## src/rtl/spi_boot_loader_pkg.sv

```systemverilog
// spi_boot_loader_pkg
//    Shared constants for the SPI boot loader: frame-header length,
//    frame-FSM state encoding and write-engine state encoding.
//    No ports; imported by spi_slave_rx and spi_boot_loader.
package spi_boot_loader_pkg;

   // Header bytes: start_addr[23:0] then end_addr[23:0], LSB byte first.
   localparam int HDR_BYTES = 6;

   typedef logic [2:0] frame_state_t;
   localparam frame_state_t FS_HDR0 = 3'd0;
   localparam frame_state_t FS_HDR1 = 3'd1;
   localparam frame_state_t FS_HDR2 = 3'd2;
   localparam frame_state_t FS_HDR3 = 3'd3;
   localparam frame_state_t FS_HDR4 = 3'd4;
   localparam frame_state_t FS_HDR5 = 3'd5;
   // Data phase follows directly after the last header byte.
   localparam frame_state_t FS_DATA = 3'(HDR_BYTES);
   localparam frame_state_t FS_DONE = 3'd7;

   typedef logic [1:0] wr_state_t;
   localparam wr_state_t W_IDLE  = 2'd0;
   localparam wr_state_t W_SETUP = 2'd1;
   localparam wr_state_t W_PULSE = 2'd2;
   localparam wr_state_t W_HOLD  = 2'd3;

endpackage

```

## src/rtl/spi_boot_loader_spi_slave_rx.sv

```systemverilog
// spi_slave_rx
//    SPI mode-0 receiver running entirely in the clk domain. The
//    asynchronous ss/sclk/mosi pins are double-registered, sclk rising
//    edges are detected from the synchronised stream and bits are
//    shifted in MSB first. Every 8th edge emits a byte with a 1-cycle
//    byte_valid pulse. A high synchronised ss aborts any partial byte.
// Ports:
//    clk, rst          system clock, synchronous active-high reset
//    arm_ss/sclk/mosi  raw SPI pins (asynchronous)
//    rx_byte           last completed byte
//    byte_valid        1-cycle strobe, rx_byte valid
//    ss_s              synchronised slave select (active low)
module spi_slave_rx
   import spi_boot_loader_pkg::*;
(
   input  logic       clk,
   input  logic       rst,
   input  logic       arm_ss,
   input  logic       arm_sclk,
   input  logic       arm_mosi,
   output logic [7:0] rx_byte,
   output logic       byte_valid,
   output logic       ss_s
);

   logic       ss_m_r;
   logic       sclk_m_r;
   logic       sclk_s2_r;
   logic       sclk_s3_r;
   logic       mosi_m_r;
   logic       mosi_s2_r;
   logic [6:0] shift_r;
   logic [2:0] bit_cnt_r;
   logic       sclk_rise_s;

   assign sclk_rise_s = sclk_s2_r & ~sclk_s3_r;

   // Synchronisers; ss resets high (deselected) so reset never looks like a frame start.
   always_ff @(posedge clk) begin
      if (rst) begin
         ss_m_r    <= 1'b1;
         ss_s      <= 1'b1;
         sclk_m_r  <= 1'b0;
         sclk_s2_r <= 1'b0;
         sclk_s3_r <= 1'b0;
         mosi_m_r  <= 1'b0;
         mosi_s2_r <= 1'b0;
      end else begin
         ss_m_r    <= arm_ss;
         ss_s      <= ss_m_r;
         sclk_m_r  <= arm_sclk;
         sclk_s2_r <= sclk_m_r;
         sclk_s3_r <= sclk_s2_r;
         mosi_m_r  <= arm_mosi;
         mosi_s2_r <= mosi_m_r;
      end
   end

   // Bit shifter and byte framing.
   always_ff @(posedge clk) begin
      if (rst) begin
         shift_r    <= 7'd0;
         bit_cnt_r  <= 3'd0;
         rx_byte    <= 8'd0;
         byte_valid <= 1'b0;
      end else begin
         byte_valid <= 1'b0;
         if (ss_s) begin
            shift_r   <= 7'd0;
            bit_cnt_r <= 3'd0;
         end else if (sclk_rise_s) begin
            shift_r   <= {shift_r[5:0], mosi_s2_r};
            bit_cnt_r <= bit_cnt_r + 3'd1;
            if (bit_cnt_r == 3'd7) begin
               rx_byte    <= {shift_r, mosi_s2_r};
               byte_valid <= 1'b1;
            end else begin
               rx_byte    <= rx_byte;
            end
         end else begin
            shift_r   <= shift_r;
            bit_cnt_r <= bit_cnt_r;
         end
      end
   end

endmodule

```

## src/rtl/spi_boot_loader.sv

```systemverilog
// spi_boot_loader
//    Receives a boot image over SPI and writes it byte by byte into an
//    external asynchronous SRAM. Frame: start_addr (3 bytes), end_addr
//    (3 bytes), then end-start+1 data bytes, all LSB byte first. Holds
//    the CPU in reset (boot_busy) until a frame has been seen, ss has
//    stayed high for RELEASE_CYCLES and the last write has completed.
// Ports:
//    clk100, RESET_I            clock, synchronous active-high reset
//    arm_ss/arm_sclk/arm_mosi   SPI slave pins from the ARM
//    ram_addr/ram_data          SRAM address / write data
//    ram_we_b/ram_cs_b/ram_oe_b SRAM strobes, active low (oe_b tied high)
//    boot_busy                  loader owns SRAM, CPU held in reset
//    boot_error                 sticky byte-overrun flag
module spi_boot_loader
   import spi_boot_loader_pkg::*;
#(
   parameter int WE_CYCLES      = 3,
   parameter int RELEASE_CYCLES = 1000,
   parameter int ADDR_W         = 18
) (
   input  logic              clk100,
   input  logic              RESET_I,
   input  logic              arm_ss,
   input  logic              arm_sclk,
   input  logic              arm_mosi,
   output logic [ADDR_W-1:0] ram_addr,
   output logic [7:0]        ram_data,
   output logic              ram_we_b,
   output logic              ram_cs_b,
   output logic              ram_oe_b,
   output logic              boot_busy,
   output logic              boot_error
);

   localparam int CNT_W = (WE_CYCLES > 1) ? $clog2(WE_CYCLES) : 1;
   localparam int REL_W = $clog2(RELEASE_CYCLES + 1);
   localparam logic [REL_W-1:0] REL_MAX = REL_W'(RELEASE_CYCLES);

   logic [7:0]        rx_byte_s;
   logic              rx_valid_s;
   logic              ss_s;
   logic              ss_prev_r;
   logic              ss_rise_s;
   logic              ss_fall_s;

   frame_state_t      fstate_r;
   logic [23:0]       start_r;
   logic [23:0]       end_r;
   logic [23:0]       ptr_r;
   logic [23:0]       end_full_s;
   logic              frame_seen_r;

   logic              hold_valid_r;
   logic [ADDR_W-1:0] hold_addr_r;
   logic [7:0]        hold_data_r;
   wr_state_t         wstate_r;
   logic [CNT_W-1:0]  we_cnt_r;
   logic              wr_req_s;
   logic              take_s;

   logic [REL_W-1:0]  rel_cnt_r;

   spi_slave_rx u_rx (
      .clk        (clk100),
      .rst        (RESET_I),
      .arm_ss     (arm_ss),
      .arm_sclk   (arm_sclk),
      .arm_mosi   (arm_mosi),
      .rx_byte    (rx_byte_s),
      .byte_valid (rx_valid_s),
      .ss_s       (ss_s)
   );

   assign ram_oe_b   = 1'b1;
   assign ss_rise_s  = ss_s & ~ss_prev_r;
   assign ss_fall_s  = ~ss_s & ss_prev_r;
   // end_addr as it will be once the current (last header) byte lands.
   assign end_full_s = {rx_byte_s, end_r[15:0]};
   // A byte racing a deselect is dropped along with the frame.
   assign wr_req_s   = rx_valid_s & (fstate_r == FS_DATA) & ~ss_rise_s;
   // The holding register is flushed on deselect, so no pickup that cycle.
   assign take_s     = (wstate_r == W_IDLE) & hold_valid_r & ~ss_rise_s;

   // Previous synchronised ss for edge detection.
   always_ff @(posedge clk100) begin
      if (RESET_I) begin
         ss_prev_r <= 1'b1;
      end else begin
         ss_prev_r <= ss_s;
      end
   end

   // Frame FSM: header capture, data pointer, frame_seen.
   always_ff @(posedge clk100) begin
      if (RESET_I) begin
         fstate_r     <= FS_HDR0;
         start_r      <= 24'd0;
         end_r        <= 24'd0;
         ptr_r        <= 24'd0;
         frame_seen_r <= 1'b0;
      end else begin
         if (ss_fall_s) begin
            frame_seen_r <= 1'b0;
         end else begin
            frame_seen_r <= frame_seen_r;
         end
         if (ss_rise_s) begin
            fstate_r <= FS_HDR0;
         end else if (rx_valid_s) begin
            case (fstate_r)
               FS_HDR0: begin start_r[7:0]   <= rx_byte_s; fstate_r <= FS_HDR1; end
               FS_HDR1: begin start_r[15:8]  <= rx_byte_s; fstate_r <= FS_HDR2; end
               FS_HDR2: begin start_r[23:16] <= rx_byte_s; fstate_r <= FS_HDR3; end
               FS_HDR3: begin end_r[7:0]     <= rx_byte_s; fstate_r <= FS_HDR4; end
               FS_HDR4: begin end_r[15:8]    <= rx_byte_s; fstate_r <= FS_HDR5; end
               FS_HDR5: begin
                  end_r        <= end_full_s;
                  ptr_r        <= start_r;
                  frame_seen_r <= 1'b1;
                  if (start_r > end_full_s) begin
                     fstate_r <= FS_DONE;
                  end else begin
                     fstate_r <= FS_DATA;
                  end
               end
               FS_DATA: begin
                  ptr_r <= ptr_r + 24'd1;
                  if (ptr_r == end_r) begin
                     fstate_r <= FS_DONE;
                  end else begin
                     fstate_r <= FS_DATA;
                  end
               end
               FS_DONE: fstate_r <= FS_DONE;
               default: fstate_r <= FS_HDR0;
            endcase
         end else begin
            fstate_r <= fstate_r;
         end
      end
   end

   // Holding register plus SRAM write strobe sequencer.
   always_ff @(posedge clk100) begin
      if (RESET_I) begin
         hold_valid_r <= 1'b0;
         hold_addr_r  <= {ADDR_W{1'b0}};
         hold_data_r  <= 8'd0;
         boot_error   <= 1'b0;
         wstate_r     <= W_IDLE;
         we_cnt_r     <= {CNT_W{1'b0}};
         ram_addr     <= {ADDR_W{1'b0}};
         ram_data     <= 8'd0;
         ram_we_b     <= 1'b1;
         ram_cs_b     <= 1'b1;
      end else begin
         if (ss_rise_s) begin
            hold_valid_r <= 1'b0;
         end else if (wr_req_s) begin
            if (hold_valid_r && !take_s) begin
               boot_error <= 1'b1;
            end else begin
               hold_valid_r <= 1'b1;
               hold_addr_r  <= ptr_r[ADDR_W-1:0];
               hold_data_r  <= rx_byte_s;
            end
         end else if (take_s) begin
            hold_valid_r <= 1'b0;
         end else begin
            hold_valid_r <= hold_valid_r;
         end

         case (wstate_r)
            W_IDLE: begin
               if (take_s) begin
                  ram_addr <= hold_addr_r;
                  ram_data <= hold_data_r;
                  ram_cs_b <= 1'b0;
                  wstate_r <= W_SETUP;
               end else begin
                  wstate_r <= W_IDLE;
               end
            end
            W_SETUP: begin
               ram_we_b <= 1'b0;
               we_cnt_r <= CNT_W'(WE_CYCLES - 1);
               wstate_r <= W_PULSE;
            end
            W_PULSE: begin
               if (we_cnt_r == {CNT_W{1'b0}}) begin
                  ram_we_b <= 1'b1;
                  wstate_r <= W_HOLD;
               end else begin
                  we_cnt_r <= we_cnt_r - CNT_W'(1);
               end
            end
            W_HOLD: begin
               ram_cs_b <= 1'b1;
               wstate_r <= W_IDLE;
            end
            default: begin
               ram_we_b <= 1'b1;
               ram_cs_b <= 1'b1;
               wstate_r <= W_IDLE;
            end
         endcase
      end
   end

   // ss-high dwell counter and boot_busy hand-over.
   always_ff @(posedge clk100) begin
      if (RESET_I) begin
         rel_cnt_r <= {REL_W{1'b0}};
         boot_busy <= 1'b1;
      end else begin
         if (!ss_s) begin
            rel_cnt_r <= {REL_W{1'b0}};
         end else if (rel_cnt_r != REL_MAX) begin
            rel_cnt_r <= rel_cnt_r + REL_W'(1);
         end else begin
            rel_cnt_r <= rel_cnt_r;
         end
         if (ss_fall_s) begin
            boot_busy <= 1'b1;
         end else if (frame_seen_r && (rel_cnt_r == REL_MAX) &&
                      (wstate_r == W_IDLE) && !hold_valid_r) begin
            boot_busy <= 1'b0;
         end else begin
            boot_busy <= boot_busy;
         end
      end
   end

endmodule

```

## config.mk

```make
export PLATFORM = sky130hd
export DESIGN_NAME = spi_boot_loader
export DESIGN_NICKNAME = d
export VERILOG_FILES = /design/src/rtl/spi_boot_loader_pkg.sv /design/src/rtl/spi_boot_loader_spi_slave_rx.sv /design/src/rtl/spi_boot_loader.sv
export SDC_FILE = /design/constraint.sdc
export NUM_CORES = 1
export LEC_CHECK = 0
export ABC_AREA = 1
export BUFFER_PORTS_ARGS = -buffer_cell sky130_fd_sc_hd__buf_2
export CAP_MARGIN = 20
export CORE_MARGIN = 5
export CORE_UTILIZATION = 55
export DETAILED_ROUTE_END_ITERATION = 16
export PLACE_DENSITY = 0.72
export SYNTH_ARGS = -nofsm -noshare
export SYNTH_HDL_FRONTEND = slang
export SYNTH_SLANG_ARGS = --single-unit
```

## constraint.sdc

```tcl
create_clock -name clk100 -period 1.9 [get_ports clk100]
set_input_delay 0 -clock clk100 [delete_from_list [all_inputs] [get_ports clk100]]
set_output_delay 0 -clock clk100 [all_outputs]
set_load 0.1 [all_outputs]
```

==> results of run 1 <==
-- cell type report --
class                   count  area (um2)
fillers                  1333        5290
multi-input cells         774        4020
flip-flops and latches    174        3480
repair buffers             73         536
clock buffers              19         453
inverters                  98         370
well taps                 184         230
clock inverters            13         153
-- cells in the final DEF (no fill, tap or decap), types with 5 or more instances in the layout --
master / n
nand2_1: 197
dfxtp_1: 174
nor2_1: 147
a21oi_1: 128
o21ai_0: 125
inv_1: 82
nand3_1: 37
ha_1: 35
buf_2: 34
buf_4: 30
clkbuf_16: 17
clkinv_1: 11
xnor2_1: 11
or2_2: 10
o21ai_1: 9
nand4_1: 8
o21a_1: 8
a21oi_2: 8
nand3_2: 7
buf_12: 5
-- through the flow --
stage                     std cells  worst slack, ps  power (mW)  cell area (um2)   util
after global placement         1299              271        3.89             8590  0.591
after floorplan                1094              344        3.85             8140      -
after detailed placement       1299              177        3.89             8590  0.591
after CTS                      1335              164        7.41             9240  0.636
after global routing           1335             16.3        7.59             9250  0.636
final                          1335              152        7.36             9250  0.636
-- path summary, 6_finish.rpt --
check	from	to	slack, ps	cells after the start
max	ptr_r[11]	ptr_r[20]	150	9
min	arm_ss	u_rx.ss_m_r	290	3
max reg2reg	ptr_r[11]	ptr_r[20]	150	9
min reg2reg	u_rx.mosi_m_r	u_rx.mosi_s2_r	400	2
-- critical path: stages (launching register included) --
cell     delay, ps
dfxtp_1        500
nand2_1        190
nor2_1         280
nand2_1        120
nor2_1         140
nand2_1         60
nand2_1         50
nand3_1        110
nand2_1         90
a21oi_1         60
-- repair_timing --
action / 4_1_cts / 5_1_grt
hold endpoints to repair: 8 / 0
resized for setup: 0 / 4
setup endpoints to repair: 0 / 6
hold buffers: 4 / 0
setup buffers: 0 / 0
-- routing by layer --
metal,GRT usage,share of wire,vias up
li1,-,-,3676
met1,0.309,0.46,3300
met2,0.371,0.46,186
met3,0.0554,0.062,47
met4,0.0851,0.025,0
met5,0,0,-
-- registers in the layout, indices dropped and copies added (netlist names), 2 cells and up --
name / cells
hold_data_r: 8
rel_cnt_r: 10
hold_addr_r: 18
end_r: 24
wstate_r: 2
u_rx.rx_byte: 8
ram_data: 8
start_r: 24
u_rx.bit_cnt_r: 3
ram_addr: 18
fstate_r: 3
u_rx.shift_r: 7
ptr_r: 24
we_cnt_r: 2
-- power breakdown --
group	leakage (nW)	internal, mW	switching [mW]
clock network	0.293	2.04	1.52
logic	1.91	0.0431	0.102
registers	1.40	3.66	0.00780
total	3.61	5.74	1.63
-- synth_stat cells, types with 3 or more instances --
cell type	instances
clkbuf_1	24
o211ai_2	3
a21oi_1	128
nand2_1	197
buf_4	6
nor2_2	3
ha_1	35
inv_1	83
xnor2_1	11
clkinv_1	11
buf_2	12
nor2_4	4
nor2_1	147
nand3_1	39
dfxtp_1	174
a21o_1	3
o21a_1	8
inv_2	3
o21ai_1	7
o21ai_0	127
nand2_2	3
nand3_2	5
nor3_1	4
a21oi_2	8
or2_2	10
nand4_1	8
-- logic make-up (layout without fill, tap and decap cells) --
kind of cell / count (synthesis) / in the layout / synth area share
XOR/XNOR: 13 / 13 / 0.0140
buffers and inverters: 146 / 203 / 0.0795
other: 1 / 1 / 0.000461
adder cells (fa/ha/maj): 35 / 35 / 0.0538
AO/OA/AOI/OAI: 297 / 297 / 0.199
AND/OR/NAND/NOR: 428 / 428 / 0.225
flip-flops: 174 / 174 / 0.428
==> metrics.md, run 1 <==
| Metric | Value |
|---|---|
| Die Wd | 132 um |
| YS warnings | 0 |
| Synth Net Count | 1134 |
| Worst Setup Start Kind | register |
| Post-synth top area cell | dfxtp_1 |
| DIE AREA | 17300 um2 |
| Post-synthesis sequential area ratio | 0.428 |
| Skew-Pair Late Insertion Delay | 430 ps |
| Fin crit share | 0.920 |
| Post-route antenna net violation count | 0 |
| Vias in the first global route | 6544 |
| Routability congestion estimate | 1.01 |
| Critical path required time | 2200 ps |
| Syn_area_per_cell | 7.44 um2 |
| Number of synthesized flops with an enable pin | 0 |
| Final hold vios | 0 |
| Max cap viols | 0 |
| RSZ-0062 raised after global routing | false |
| Vias per inst | 5.40 |
| Critical path data arrival time | 2050 ps |
| GRT Total Usage | 0.233 |
| Post-route DRC violation count | 0 |
| Yosys reg bits | 174 |
| Hold_ws | 292 ps |
| Setup CP Type | register to register |
| Chip Height | 132 um |
| Clk pin slew, worst setup/hold paths | 70 ps |
| Yosys top cell area share | 0.428 |
| Htree depth | 4 |
| Iter 0 DRT Violations | 536 |
| Yosys cell types | 50 |
| Area Growth Syn to Fin | 13.6% |
| DR WL/cell | 15.0 um |
| Initial antenna violation count | 0 |
| Grt ovf | 0 |
| First drt pass iteration count | 5 |
| CTS Sinks | 174 |
| Layout net count | 1178 |
| Initial Utilization | 0.560 |
| Antenna diodes | 0 |
| Io pins | 36 |
| Hpwl dp | 14700 um |
| Crit-path max FO | 5 |
| Core area | 14500 um2 |
| Worst setup EP type | register |
| CTS tree | yes |
| Asr flop ratio synth | 0 |
| Number of port buffers | 34 |
| Clock Tree Buf Depth | 2 |
| Row cnt | 44 |
| Status | complete, no violations |
| Final wirelength | 20100 um |
| Layout cell share with drive strength beyond 1 | 0.132 |
| Largest net degree at the start of global routing | 77 |
| Synthesized instance count | 1094 |
| Setup Skew | 7.23 ps |
| Max Freq | 0.572 GHz |
| Tmin final | 1750 ps |
| Final setup vio count | 0 |
| Power Density | 796 nW/um2 |
| First-pass GRT wire length | 33100 um |
| TNS Setup | 0 ps |
| Leakage | 3.61 nW |
| Worst hold path type | input port to register |
| VDD IR-drop max | 0.569 mV |
| CTS root buf | clkbuf_16 |
| Syn Std Cell Area | 8140 um2 |
| Synth area leaders | dfxtp_1 (43%), nand2_1 (9.1%), a21oi_1 (7.9%) |
| Synth Flop Type | dfxtp_1 |
| Max Transition Viols Final | 0 |
| Vias after detailed routing | 7209 |
| Num CTS Buffers | 17 |
Power figures use the tool's default switching activity.
==> run 2, diff against run 1 <==
--- a/config.mk
+++ b/config.mk
@@ -13,4 +13,6 @@
 export DETAILED_ROUTE_END_ITERATION = 16
 export PLACE_DENSITY = 0.72
+export REMOVE_ABC_BUFFERS = 1
+export SETUP_SLACK_MARGIN = 0.15
 export SYNTH_ARGS = -nofsm -noshare
 export SYNTH_HDL_FRONTEND = slang
==> constraint.sdc (replaced) <==
create_clock -name clk100 -period 1.9 [get_ports clk100]
set_input_delay 0 -clock clk100 [delete_from_list [all_inputs] [get_ports clk100]]
set_output_delay 0 -clock clk100 [all_outputs]
set_load 0.02 [all_outputs]
==> run 2 against run 1 <==
  * Design area up 0.87%
  * Sequential share of layout area is 0.28 points lower
  * Register-to-register slack gained 110 ps
  * Critical path depth did not move
  * Non-clock buffer count rose by 3
  * Via count increased by 2.3%
  * Setup slack gained 110 ps
  * First-iteration DRC count is 20% higher
  * Worst hold slack lost 5.4 ps
  * Critical endpoint is now hold_addr_r[3]
  * Largest power group is now the clock network
  * Highest routed layer unchanged
==> metrics.md, run 2 (synthesis gave the netlist of run 1 again) <==
| Metric | Value |
|---|---|
| Status | complete, no violations |
| Hpwl dp | 14600 um (-0.20%) |
| Initial Utilization | 0.560 (unchanged) |
| Post-route DRC violation count | 0 (unchanged) |
| Most common cell after layout, fill and taps aside | nand2_1 |
| CTS root buf | clkbuf_16 |
| Number of port buffers | 34 (unchanged) |
| Crit-path max FO | 23 (+18) |
| Routability congestion estimate | 0.964 (-4.7%) |
| VDD IR-drop max | 0.633 mV (+11%) |
| Post-layout util | 0.642 (+0.00551) |
| Final wirelength | 21100 um (+5.3%) |
| Largest net degree at the start of global routing | 80 (+3.9%) |
| Vias after detailed routing | 7376 (+2.3%) |
| Skew-Pair Late Insertion Delay | 430 ps (about the same) |
| Max cap viols | 0 (unchanged) |
| Vias in the first global route | 6724 (+2.8%) |
| Grt ovf | 0 (unchanged) |
| Area Growth Syn to Fin | 14.6% |
| RSZ-0062 raised after global routing | true |
| CTS tree | yes |
| TNS Setup | 0 ps (unchanged) |
| Core area | 14500 um2 (unchanged) |
| First-pass GRT wire length | 34000 um (+2.6%) |
| Iter 0 DRT Violations | 645 (+20%) |
| Final hold vios | 0 (unchanged) |
| Max Transition Viols Final | 0 (unchanged) |
| Final setup vio count | 0 (unchanged) |
| Leakage | 3.64 nW (+0.74%) |
| Layout cell share with drive strength beyond 1 | 0.140 (+0.00758) |
| Worst hold path type | input port to register |
| Clk pin slew, worst setup/hold paths | 60 ps (about the same) |
| Antenna diodes | 0 (unchanged) |
| Vias per inst | 5.52 (+2.2%) |
| DR WL/cell | 15.8 um (+5.2%) |
| Post-route antenna net violation count | 0 (unchanged) |
| Chip Height | 132 um (unchanged) |
| First drt pass iteration count | 8 (+3) |
| Initial antenna violation count | 0 (unchanged) |
| Critical path data arrival time | 2000 ps (-50 ps) |
| Num CTS Buffers | 17 (unchanged) |
| Worst setup EP type | register |
| Most frequent cells in the layout | nand2_1 (197), dfxtp_1 (171), nor2_1 (142) |
| Setup CP Type | register to register |
| Row cnt | 44 (unchanged) |
| Fin crit share | 0.860 (-0.0593) |
| Post-CTS setup buffers | 0 (unchanged) |
| DIE AREA | 17300 um2 (unchanged) |
| Htree depth | 4 (unchanged) |
| Setup Skew | 7.57 ps (+0.332 ps) |
| Io pins | 36 (unchanged) |
| Largest regs | end_r x24, ptr_r x24, start_r x24 |
| Power Density | 806 nW/um2 (+1.2%) |
| Layout net count | 1181 (+0.25%) |
| Max Freq | 0.612 GHz (+6.9%) |
| Critical path required time | 2260 ps (+60 ps) |
| Die Wd | 132 um (unchanged) |
| CTS Sinks | 174 (unchanged) |
| GRT Total Usage | 0.239 (+0.00630) |
| Worst Setup Start Kind | register |
| Tmin final | 1630 ps (-113 ps) |
| Reg-to-reg slack, setup | 270 ps (+110 ps) |
| Clock Tree Buf Depth | 2 (unchanged) |
[run 2: timing repair]
action / 4_1_cts / 5_1_grt
setup endpoints to repair: 0 / 33
hold endpoints to repair: 8 / 0
hold buffers: 4 / 0
resized for setup: 0 / 13
[run 2: cell type report]
cell class	instances	area (um2)
flip-flops and latches	174	3490
multi-input cells	774	4040
clock buffers	22	464
inverters	98	370
fillers	1319	5210
well taps	184	230
repair buffers	76	576
clock inverters	9	158
[run 2: final timing paths]
| path | endpoint | start | cells past startpoint |
|---|---|---|---|
| setup / recovery | hold_addr_r[3] | wstate_r[0] | 9 |
| hold / removal | u_rx.ss_m_r | arm_ss | 3 |
| setup reg to reg | hold_addr_r[3] | wstate_r[0] | 9 |
| hold reg to reg | u_rx.mosi_s2_r | u_rx.mosi_m_r | 2 |
[run 2: critical path: stages (launching register included)]
cell	delay, ps
dfxtp_1	330
inv_1	130
ha_2	230
nand3_2	140
nand2_1	120
nand2_2	60
inv_2	130
buf_12	170
o21ai_0	100
a21oi_1	130
[run 2: report_power, final]
group | switching (mW) | leakage [nW] | internal, mW
combinational | 0.0932 | 1.93 | 0.0446
clock | 1.44 | 0.297 | 2.27
sequential | 0.00707 | 1.40 | 3.66
[run 2: routing by layer]
metal | GRT usage | wire length, um | vias to the layer above
met5 | 0 | 0 | -
met2 | 0.380 | 9730 | 222
met3 | 0.0394 | 1300 | 45
met4 | 0.103 | 687 | 0
li1 | - | - | 3688
met1 | 0.322 | 9420 | 3421
[run 2: stage by stage]
stage / total power [mW] / hold WS [ps] / instance area [um2] / setup WS, ps / std cells
3_3_place_gp: 3.88 / 184 / 8610 / 291 / 1301
6_report: 7.52 / 287 / 9330 / 265 / 1337
2_1_floorplan: 3.82 / 62.4 / 7870 / -264 / 1046
5_1_grt: 7.73 / 290 / 9330 / 143 / 1337
4_1_cts: 7.57 / 266 / 9270 / 207 / 1336
3_5_place_dp: 3.88 / 186 / 8610 / 250 / 1301
